**src/rtl/array_mul8_seq.sv**
```systemverilog
// array_mul8_seq: 8x8 unsigned multiply via four 4x4 partial products; ARRAY_MUL8_SEQ_MAC_EN adds acc_clr accumulate mode
module array_mul8_seq (
    input  logic        clk,
    input  logic        rst,
    input  logic        in_valid,
    output logic        in_ready,
    input  logic [7:0]  a,
    input  logic [7:0]  b,
    output logic [3:0]  mul_a,
    output logic [3:0]  mul_b,
    input  logic [7:0]  mul_p,
    output logic        out_valid,
    input  logic        out_ready,
    output logic [15:0] result,
`ifdef ARRAY_MUL8_SEQ_MAC_EN
    input  logic        acc_clr,
`endif
    output logic        busy
);
    typedef enum logic [2:0] {IDLE, PP0, PP1, PP2, PP3, DONE} state_t;
    state_t      r_state;
    logic [7:0]  r_a, r_b;
    logic [15:0] r_acc;
    logic [3:0]  r_mul_a, r_mul_b;
    logic        r_in_ready, r_out_valid, r_busy;
    logic        w_clr;
    logic [15:0] w_add;
`ifdef ARRAY_MUL8_SEQ_MAC_EN
    assign w_clr = acc_clr;
`else
    assign w_clr = 1'b1;
`endif
    // cross terms (PP1, PP2) carry weight 2^4, the high-high term 2^8
    assign w_add = r_state == PP0 ? {8'd0, mul_p} :
                   r_state == PP3 ? {mul_p, 8'd0} : {4'd0, mul_p, 4'd0};
    always_ff @(posedge clk) begin
        if (rst) begin
            r_state     <= IDLE;
            r_a         <= '0;
            r_b         <= '0;
            r_acc       <= '0;
            r_mul_a     <= '0;
            r_mul_b     <= '0;
            r_in_ready  <= 1'b1;
            r_out_valid <= 1'b0;
            r_busy      <= 1'b0;
        end else begin
            case (r_state)
                IDLE: if (in_valid) begin
                    r_a        <= a;
                    r_b        <= b;
                    r_acc      <= w_clr ? 16'd0 : r_acc;
                    r_mul_a    <= a[3:0];
                    r_mul_b    <= b[3:0];
                    r_in_ready <= 1'b0;
                    r_busy     <= 1'b1;
                    r_state    <= PP0;
                end
                PP0: begin
                    r_acc   <= r_acc + w_add;
                    r_mul_a <= r_a[7:4];
                    r_mul_b <= r_b[3:0];
                    r_state <= PP1;
                end
                PP1: begin
                    r_acc   <= r_acc + w_add;
                    r_mul_a <= r_a[3:0];
                    r_mul_b <= r_b[7:4];
                    r_state <= PP2;
                end
                PP2: begin
                    r_acc   <= r_acc + w_add;
                    r_mul_a <= r_a[7:4];
                    r_mul_b <= r_b[7:4];
                    r_state <= PP3;
                end
                PP3: begin
                    r_acc       <= r_acc + w_add;
                    r_mul_a     <= '0;
                    r_mul_b     <= '0;
                    r_out_valid <= 1'b1;
                    r_state     <= DONE;
                end
                DONE: if (out_ready) begin
                    r_out_valid <= 1'b0;
                    r_busy      <= 1'b0;
                    r_in_ready  <= 1'b1;
                    r_state     <= IDLE;
                end
                default: r_state <= IDLE;
            endcase
        end
    end
    assign in_ready  = r_in_ready;
    assign out_valid = r_out_valid;
    assign busy      = r_busy;
    assign result    = r_acc;
    assign mul_a     = r_mul_a;
    assign mul_b     = r_mul_b;
endmodule
```
**config.mk**
```make
export PLATFORM = sky130hd
export DESIGN_NAME = array_mul8_seq
export DESIGN_NICKNAME = d
export VERILOG_FILES = /design/src/rtl/array_mul8_seq.sv
export SDC_FILE = /design/constraint.sdc
export NUM_CORES = 1
export LEC_CHECK = 0
export CORE_ASPECT_RATIO = 0.7
export CORE_MARGIN = 2
export CORE_UTILIZATION = 56
export DETAILED_ROUTE_END_ITERATION = 10
export GPL_TIMING_DRIVEN = 0
export HOLD_SLACK_MARGIN = 0.05
export PLACE_DENSITY = 0.87
export SYNTH_ARGS = -nofsm -noshare
export SYNTH_HDL_FRONTEND = slang
export SYNTH_SLANG_ARGS = --single-unit
```
**constraint.sdc**
```tcl
create_clock -name clk -period 4.56 [get_ports clk]
set_clock_uncertainty 0.05 [all_clocks]
set_input_delay 1.368 -clock clk [delete_from_list [all_inputs] [get_ports clk]]
set_output_delay 1.368 -clock clk [all_outputs]
set_load 0.005 [all_outputs]
```
==> results.yml <==
critical_path:
  crit_fanout: 10
  worstSetupEndpoint: "result[15]"
  worstRegToRegCells: 13
  reg2reg_from: "r_state[2]"
  cp.arrival_ns: 4.00
  cp.required_ns: 4.74
  crit_type: "reg2reg"
  reg2reg_setup_slack_ns: 0.74
  worst_setup_path_end_kind: "flip-flop"
  crit_start: "r_state[2]"
  reg2reg_to: "result[15]"
  cp-start-kind: "flip-flop"
synthesis:
  synthArstFlopShare: 0
  syn-num-nets: 408
  yosys-top-cells-count: "76 x nand2_1, 46 x a21oi_1, 46 x dfxtp_1"
  netlist_instances: 362
  netlist_area_sq_um: 2730
  synth_edf_count: 0
  ys_types: 39
  synth_top_cell_by_area: "dfxtp_1"
  synth_seq_cells: 46
  syn_avg_cell_area_sq_um: 7.53
  synth_area_leaders: "dfxtp_1 34%, nand2_1 10%, a21oi_1 8.4%"
  yosysMostFrequentCell: "nand2_1"
  seq_area_frac_synth: 0.338
  synth_top_area_frac: 0.338
  synthFlopType: "dfxtp_1"
  ys.warnings.count: 0
pwr:
  p_per_area_nw_per_um2: 351
  ir_drop_v: 0.000204
  p_leak_nw: 1.36
floorplan:
  start_util: 0.577
  core_area_sq_um: 4730
  dieArea_sq_um: 5450
  io_pins: 55
  die_w_microns: 87.4
  num_rows: 21
  fp.dieH_microns: 62.4
clock_network:
  cts_buffers: 5
  cts_tree: "built"
  cts_buffer_depth: 2
  path_clk_slew_ns: 0.09
  clk_latency_ns: 0.31
  cts_root_buffer: "clkbuf_8"
  postCtsHoldBufs: 0
  cts_num_sinks: 46
  h-tree-depth: 2
  post_cts_buffers: 0
  ctsResizeCount: 0
job:
  max_cap_violations: 0
detailed_routing:
  drcViolationCount: 0
  vias: 2824
  routedWlPerCell_microns: 15.4
  dr.pass1.iters: 5
  drtAntennaViolNets: 0
  viasPerCell: 5.87
  wl_microns: 7430
  drt_iter0_markers: 196
sta:
  fin_crit_sh: 0.837
  tightestPinTransition_ns: 0.683
  finalCriticalPeriod_ns: 3.82
  setup_viol_count_final: 0
  rsz0062_at_grt: "false"
  slew_violations: 0
  finalHoldViolations: 0
  setup_tns_ns: 0
  fmax_mhz: 262
  relSlewSlack: 0.538
final_layout:
  nNetsFinal: 469
  stdcell_count: 481
  fin_util: 0.724
  areaGrowthSynthToFinish_pct: 25.6
  drive_gt1_frac: 0.0401
  fill_cells: 399
  fin_area_sq_um: 3430
  antennaDiodeCount: 0
grt:
  track_usage: 0.283
  grt_max_degree: 15
  antenna_found_initial: 0
  grt_pass1_wl_microns: 12300
  grt_pass1_vias: 2583
  grt-ovfl-total: 0
min_path:
  hold_path.class: "reg2reg"
place:
  port_buffers: 54
  globalplace.congestion: 0.950
  dp_hpwl_microns: 5660
  numPlacedInstances: 473
  dpl-instance-area_sq_um: 3340
status:
  status: "finished clean"
==> flip-flops by register name, summed over array words and instances, names as in the netlist <==
name	cells
r_a	8
result	16
r_state	3
mul_b	4
r_b	8
mul_a	4
busy	1
out_valid	1
in_ready	1
==> layout make-up <==
cell class | instances | area, sq um | area share
Multi-Input combinational cell | 289 | 1690 | 0.492
Sequential cell | 46 | 921 | 0.269
Timing Repair Buffer | 54 | 541 | 0.158
Buffer | 21 | 98.8 | 0.0289
Clock buffer | 6 | 72.6 | 0.0212
Tap cell | 57 | 71.3 | 0.0208
Inverter | 6 | 22.5 | 0.00657
Clock inverter | 2 | 13.8 | 0.00402
==> cells by family after synthesis <==
logic type | synth area share
fa+ha+maj | 0.0853
simple gates | 0.217
xor+xnor | 0.0509
buf+inv | 0.0445
flops | 0.338
compound gates | 0.261
mux | 0.00367
==> worst max-delay path, stage by stage, from the launching register on <==
cell,delay [ns]
dfxtp_1,0.37
inv_1,0.11
clkbuf_1,0.45
nand2_1,0.25
nor2_1,0.45
nand2_1,0.11
a21oi_1,0.21
ha_1,0.34
a21oi_1,0.18
nand2_1,0.08
o211ai_1,0.43
nand2_1,0.22
a41oi_1,0.29
mux2i_1,0.20
==> per-stage QoR <==
| step | setup WS [ns] | total power, mW | hold WS [ns] |
|---|---|---|---|
| 2_1_floorplan | 1.41 | 0.780 | 0.386 |
| 3_3_place_gp | 0.593 | 0.939 | 0.380 |
| 3_5_place_dp | 0.512 | 0.950 | 0.398 |
| 4_1_cts | 0.823 | 1.20 | 0.411 |
| 5_1_grt | 0.473 | 1.28 | 0.437 |
| 6_report | 0.745 | 1.20 | 0.412 |
==> cell usage in the layout, fill, tap and decap left out, types with 3 or more instances in the layout <==
master | netlist | routed
a21oi_1 | 46 | 46
buf_2 | 4 | 4
nand2b_1 | 4 | 4
a211oi_1 | 7 | 7
a31oi_1 | 3 | 3
a21o_1 | 3 | 3
and3_1 | 6 | 6
o21a_1 | 11 | 11
xnor2_1 | 14 | 14
nor3_1 | 10 | 10
inv_1 | 6 | 6
clkbuf_8 | 0 | 5
o211ai_1 | 4 | 4
ha_1 | 17 | 17
nand2_1 | 76 | 76
clkdlybuf4s50_1 | 0 | 54
dfxtp_1 | 46 | 46
a22oi_1 | 7 | 7
clkbuf_1 | 15 | 16
nor2_1 | 31 | 31
nand3_1 | 4 | 4
o22ai_1 | 10 | 10
o21ai_0 | 14 | 14
==> metal layers <==
layer,vias to the layer above,GRT usage,share of wire
li1,1397,-,-
met1,1320,0.441,0.51
met2,98,0.407,0.42
met3,9,0.0449,0.062
met4,0,0.0673,0.0094
met5,-,0,0
==> how the worst min path moves through the flow <==
stage / startpoint / to / slack [ns] / cells past startpoint
floorplan: r_a[6] / r_a[6] / 0.39 / 2
global placement: in_ready / in_ready / 0.38 / 2
detailed placement: r_b[0] / r_b[0] / 0.40 / 2
CTS: r_b[0] / r_b[0] / 0.41 / 2
global route: r_b[7] / r_b[7] / 0.44 / 2
finish: r_b[0] / r_b[0] / 0.41 / 2
==> report_power, final <==
group	leakage, nW	internal, mW	total, mW	switching (mW)
clock	0.0452	0.109	0.255	0.146
combinational	0.941	0.214	0.463	0.249
sequential	0.377	0.450	0.486	0.0363
total	1.36	0.772	1.20	0.431
Note: power is estimated with default switching activity, not from simulation.
==> edit 1: new RTL, same flow settings <==
Add a define of `ARRAY_MUL8_SEQ_MAC_EN`.
--- a/src/rtl/array_mul8_seq.sv
+++ b/src/rtl/array_mul8_seq.sv
@@ -1,3 +1,5 @@
 // array_mul8_seq: 8x8 unsigned multiply via four 4x4 partial products; ARRAY_MUL8_SEQ_MAC_EN adds acc_clr accumulate mode
+`define ARRAY_MUL8_SEQ_MAC_EN
+
 module array_mul8_seq (
     input  logic        clk,
Interface: changed (added acc_clr); port bits go from 55 to 56. No check against the original RTL was run, so the function may have changed too.
==> edit 1 against the unedited design <==
- the run now ends with design-rule violations left
- first-iteration DRC count grew 24%
- power is 6.0% lower
- non-clock buffer count down 4
- area after synthesis fell by 3.8%
- sequential cell count unchanged
- worst setup slack improved by 0.048 ns
- via count fell by 6.7%
- final area shrank 2.5%
- final cell count is 6.9% lower
- count of clock-buffer cells in the layout unchanged
- global-route usage fell by 0.31 points
- maximum frequency rose by 1.3%
- wire length is 3.6% lower
- combinational power decreased by 14%
- critical path type is now input port to flop
==> edit 1: results (changes against the unedited design) <==
Status
  – Status: finished with violations (was finished, final reports clean)
  – Failing checks: design-rule violations

Min path
  – Hold path startpoint: in_ready (was r_b[0])
  – Hold Path Depth: 2 (unchanged)
  – Hold EP: in_ready (was r_b[0])

Worst setup path
  – RR Startpoint: r_state[1] (was r_state[2])
  – Largest stage delay, worst path: 0.51 ns (was 0.45 ns)
  – Arr. time, crit path: 3.92 ns (was 4.00 ns)
  – R2r worst-path depth: 16 (was 13)
  – Crit path max-delay cell type: clkdlybuf4s50_1 (was clkbuf_1)
  – R2r setup slk: 0.86 ns (was 0.74 ns)
  – Crit-path max FO: 3 (was 10)
  – Crit. End Element: flop (unchanged)
  – CP Launch Point: mul_p[0] (was r_state[2])
  – Reg-to-Reg End: result[14] (was result[15])

Logic synthesis
  – Syn avg cell area: 7.955 um^2 (was 7.535 um^2)
  – XOR/XNOR Fraction of Synth Area: 4.004% (was 5.092%)
  – Most frequent cells after synthesis: 64 x nand2_1, 46 x dfxtp_1, 43 x a21oi_1 (was 76 x nand2_1, 46 x a21oi_1, 46 x dfxtp_1)
  – Synth Net Count: 377 (was 408)
  – Distinct cells, synth: 46 (was 39)
  – Synth Area in Compound Gates: 27.65% (was 26.15%)
  – Sequential share of the synthesized area: 35.08% (was 33.76%)
  – Multiplexer area fraction after synthesis: 0.5720% (was 0.3670%)
  – Adder-cell share of the synthesized area: 8.866% (was 8.532%)
  – Area contributors post-synth: dfxtp_1 35%, nand2_1 9.2%, a21oi_1 8.2% (was dfxtp_1 34%, nand2_1 10%, a21oi_1 8.4%)

Routing
  – WL final: 7156 um (was 7427 um)
  – Met2 WL: 2945 um (was 3123 um)
  – Detailed router's first-iteration violation count: 244 (was 196)
  – First-pass DRT Iterations: 8 (was 5)
  – Detailed-route DRC error count: 3 (was 0)
  – Metal3 WL: 605 um (was 457 um)
  – Vias per std cell: 5.884 (was 5.871)
  – DR vias: 2636 (was 2824)
  – Met1 WL: 3550 um (was 3776 um)

Power
  – Net Sw Power: 0.3864 mW (was 0.4314 mW)
  – Total leakage power: 1.449 nW (was 1.363 nW)
  – Worst VDD drop: 0.2630 mV (was 0.2043 mV)

STA
  – Slew headroom: 33.07% (was 53.83%)

Placement
  – GP Congestion: 0.9268 (was 0.9495)
  – IO Port Bufs: 55 (was 54)
  – Post-detail-place hpwl: 5369 um (was 5658 um)

CTS
  – CTS Buffer Depth: 2 (unchanged)
  – CTS buffer count: 5 (unchanged)
  – Clk_lat worst skew: 0.30 ns

Global routing
  – First-pass GRT wire length: 11470 um (was 12280 um)
  – Vias in the first global route: 2424 (was 2583)
  – Gr usage total: 28.02% (was 28.33%)

Final layout
  – Share of cells above drive strength 1: 5.852% (was 4.009%)
  – Final nets: 439 (was 469)
  – FILL cells: 367 (was 399)
-- edit 1: changes by cell type after synthesis, sizes merged, moves of 7 or more --
cell	unedited run	this run
nand2	76	64
nor3	10	3
o21a	11	2
inv	6	15
a22o	0	12
xnor2	15	6
o21ai	15	6
a2111oi	0	8
-- edit 1: layer usage --
layer / GRT usage [%] / vias to the layer above
met5: 0 / -
met4: 7.256 / 0
met3: 6.300 / 8
met2: 41.07 / 120
met1: 41.81 / 1219
li1: - / 1289
-- edit 1: final cells by class --
cell class                      count  area share [%]
Inverter                           15           1.686
Sequential cell                    46           27.58
Multi-Input combinational cell    253           47.36
Clock inverter                      2          0.3747
Clock buffer                        6           2.473
Tap cell                           55           2.061
Timing Repair Buffer               55           16.49
Buffer                             16           1.986
-- edit 1: power groups by stage --
stage / sequential, mW / clock (mW) / combinational (mW)
after global routing: 0.476 / 0.281 / 0.434
after CTS: 0.471 / 0.265 / 0.390
after global placement: 0.478 / 0 / 0.376
after floorplan: 0.476 / 0 / 0.240
after detailed placement: 0.479 / 0 / 0.387
final: 0.471 / 0.263 / 0.398
-- edit 1: metrics by stage --
| stage | utilization (%) | worst slack (ns) | hold WS, ns | power [mW] | instance area (um^2) |
|---|---|---|---|---|---|
| finish | 75.40 | 0.7932 | 0.4006 | 1.132 | 3339 |
| global route | 75.40 | 0.6033 | 0.4295 | 1.191 | 3339 |
| CTS | 75.40 | 0.8412 | 0.4018 | 1.126 | 3339 |
| detailed placement | 73.25 | 0.5249 | 0.3896 | 0.8661 | 3244 |
| global placement | 73.25 | 0.5423 | 0.3801 | 0.8542 | 3244 |
| floorplan | - | 1.330 | 0.3862 | 0.7165 | 2625 |
==> edit 2: new RTL, same flow settings <==
Without the edit above. Make the reset (`rst`) asynchronous in one clocked block.
--- a/src/rtl/array_mul8_seq.sv
+++ b/src/rtl/array_mul8_seq.sv
@@ -34,5 +34,5 @@
     assign w_add = r_state == PP0 ? {8'd0, mul_p} :
                    r_state == PP3 ? {mul_p, 8'd0} : {4'd0, mul_p, 4'd0};
-    always_ff @(posedge clk) begin
+    always_ff @(posedge clk or posedge rst) begin
         if (rst) begin
             r_state     <= IDLE;
Behaviour: differs if rst is asserted again (counterexample within 4 cycles, from zero or initial values and one cycle with rst high); with rst held inactive, the same outputs for 10 cycles.
==> edit 2 against the unedited design <==
- wire length up 16%
- worst hold slack gained 0.031 ns
- final area grew 13%
- via count grew 5.7%
- sequential share of layout area rose by 2.9 points
- worst setup slack got worse by 0.25 ns
- area after synthesis is 15% higher
- sequential cell count unchanged
Power is not compared: it rests on default switching activity, and its combinational part moved more than twofold at a synthesized area within 25%.
==> edit 2: results (changes against the unedited design) <==
Status
  – Status: finished, final reports clean (unchanged)

Global routing
  – Gr usage total: 28.77% (was 28.33%)
  – Pin count of the biggest net entering global routing: 32 (was 15)
  – First-pass GRT wire length: 13600 um (was 12280 um)
  – Vias in the first global route: 2657 (was 2583)

Worst setup path
  – Arr. time, crit path: 4.19 ns (was 4.00 ns)
  – R2r worst-path depth: 11 (was 13)
  – Largest stage delay, worst path: 0.51 ns (was 0.45 ns)
  – Crit-path max FO: 5 (was 10)
  – R2r setup slk: 1.10 ns (was 0.74 ns)
  – CP Launch Point: mul_p[2] (was r_state[2])
  – Crit path max-delay cell type: clkdlybuf4s50_1 (was clkbuf_1)
  – RR Startpoint: r_state[2] (unchanged)

Final layout
  – Fraction of standard cell area in multi-input logic: 46.81% (was 49.20%)
  – Area fraction of clock buffers and clock inverters: 2.331% (was 2.520%)
  – Final non-filler cell total: 468 (was 481)
  – N_diodes: 0 (unchanged)
  – Signal buffers: 77 (was 75)
  – Buffer share of cell area: 17.93% (was 18.66%)
  – Share of cells above drive strength 1: 13.38% (was 4.009%)
  – Clock buffers: 5 (was 6)
  – Sequential portion of the cell area: 29.82% (was 26.88%)
  – Final nets: 441 (was 469)
  – FILL cells: 400 (was 399)
  – Number of multi-input logic gates: 257 (was 289)

Logic synthesis
  – Most frequent cells after synthesis: 45 x dfrtp_1, 42 x nand2_1, 29 x o21ai_0 (was 76 x nand2_1, 46 x a21oi_1, 46 x dfxtp_1)
  – Multiplexer area fraction after synthesis: 6.408% (was 0.3670%)
  – Synth Net Count: 379 (was 408)
  – Distinct cells, synth: 55 (was 39)
  – Ys async rst share: 100.0% (was 0%)
  – Area contributors post-synth: dfrtp_1 36%, ha_1 6.8%, mux2_2 5.8% (was dfxtp_1 34%, nand2_1 10%, a21oi_1 8.4%)
  – XOR/XNOR Fraction of Synth Area: 1.962% (was 5.092%)
  – Synth Area in Compound Gates: 25.63% (was 26.15%)
  – Sequential share of the synthesized area: 36.88% (was 33.76%)
  – Adder-cell share of the synthesized area: 7.449% (was 8.532%)

STA
  – PnR worst setup slack: 0.4960 ns (was 0.7448 ns)
  – Slew headroom: 60.34% (was 53.83%)

Routing
  – First-pass DRT Iterations: 4 (was 5)
  – Detailed router's first-iteration violation count: 306 (was 196)
  – Vias per std cell: 6.378 (was 5.871)

CTS
  – Clk_lat worst skew: 0.29 ns (was 0.31 ns)

Placement
  – Placed cells: 460 (was 473)
  – Post-detail-place hpwl: 6702 um (was 5658 um)
  – Setup WS pre-CTS: 0.2907 ns (was 0.5117 ns)
-- edit 2: changes by cell type in the layout (fill, tap and decap cells not counted), moves of 15 or more --
cell	change
nor2_1	-21
nand2_1	-34
dfrtp_1	+45
o21ai_0	+15
dfxtp_1	-46
mux2_2	+16
a21oi_1	-29
-- edit 2: through the flow --
stage               util, %  cell area, um^2
floorplan                 -             3124
global placement      70.68             3755
detailed placement    71.06             3775
CTS                   72.75             3865
global route          72.75             3865
finish                72.75             3865
-- edit 2: report_power, final --
group | switching [mW] | leakage, nW | internal, mW
registers | 0.139 | 0.555 | 0.618
clock network | 0.146 | 0.0441 | 0.108
logic | 1.14 | 1.03 | 0.934
total | 1.42 | 1.62 | 1.66
-- edit 2: cell families after synthesis --
kind of cell | Yosys count
AO/OA/AOI/OAI | 112
XOR/XNOR | 7
adder cells (fa/ha/maj) | 18
buffers and inverters | 30
flip-flops | 46
multiplexers | 18
AND/OR/NAND/NOR | 102
-- edit 2: per-layer routing --
metal	track usage, %	vias up	part of all wire [%]
met1	45.69	1444	48
met3	5.882	8	9.3
li1	-	1370	-
met2	39.21	163	41
met4	7.353	0	1.0
met5	0	-	0
-- edit 2: worst min-delay path by stage --
stage               from         to  slack [ns]  cells past startpoint
2_1_floorplan  out_valid  out_valid        0.42                      2
3_3_place_gp    mul_b[0]   mul_b[0]        0.42                      2
3_5_place_dp    mul_a[2]   mul_a[2]        0.42                      2
4_1_cts         mul_a[2]   mul_a[2]        0.44                      2
5_1_grt        out_valid  out_valid        0.48                      2
6_report        mul_b[2]   mul_b[2]        0.44                      2
-- edit 2: critical path: cells and delay by family --
family	cells	cell delay, ns
AO/OA/AOI/OAI	5	1.50
buffers and inverters	1	0.51
AND/OR/NAND/NOR	2	0.45
adder cells (fa/ha/maj)	1	0.34
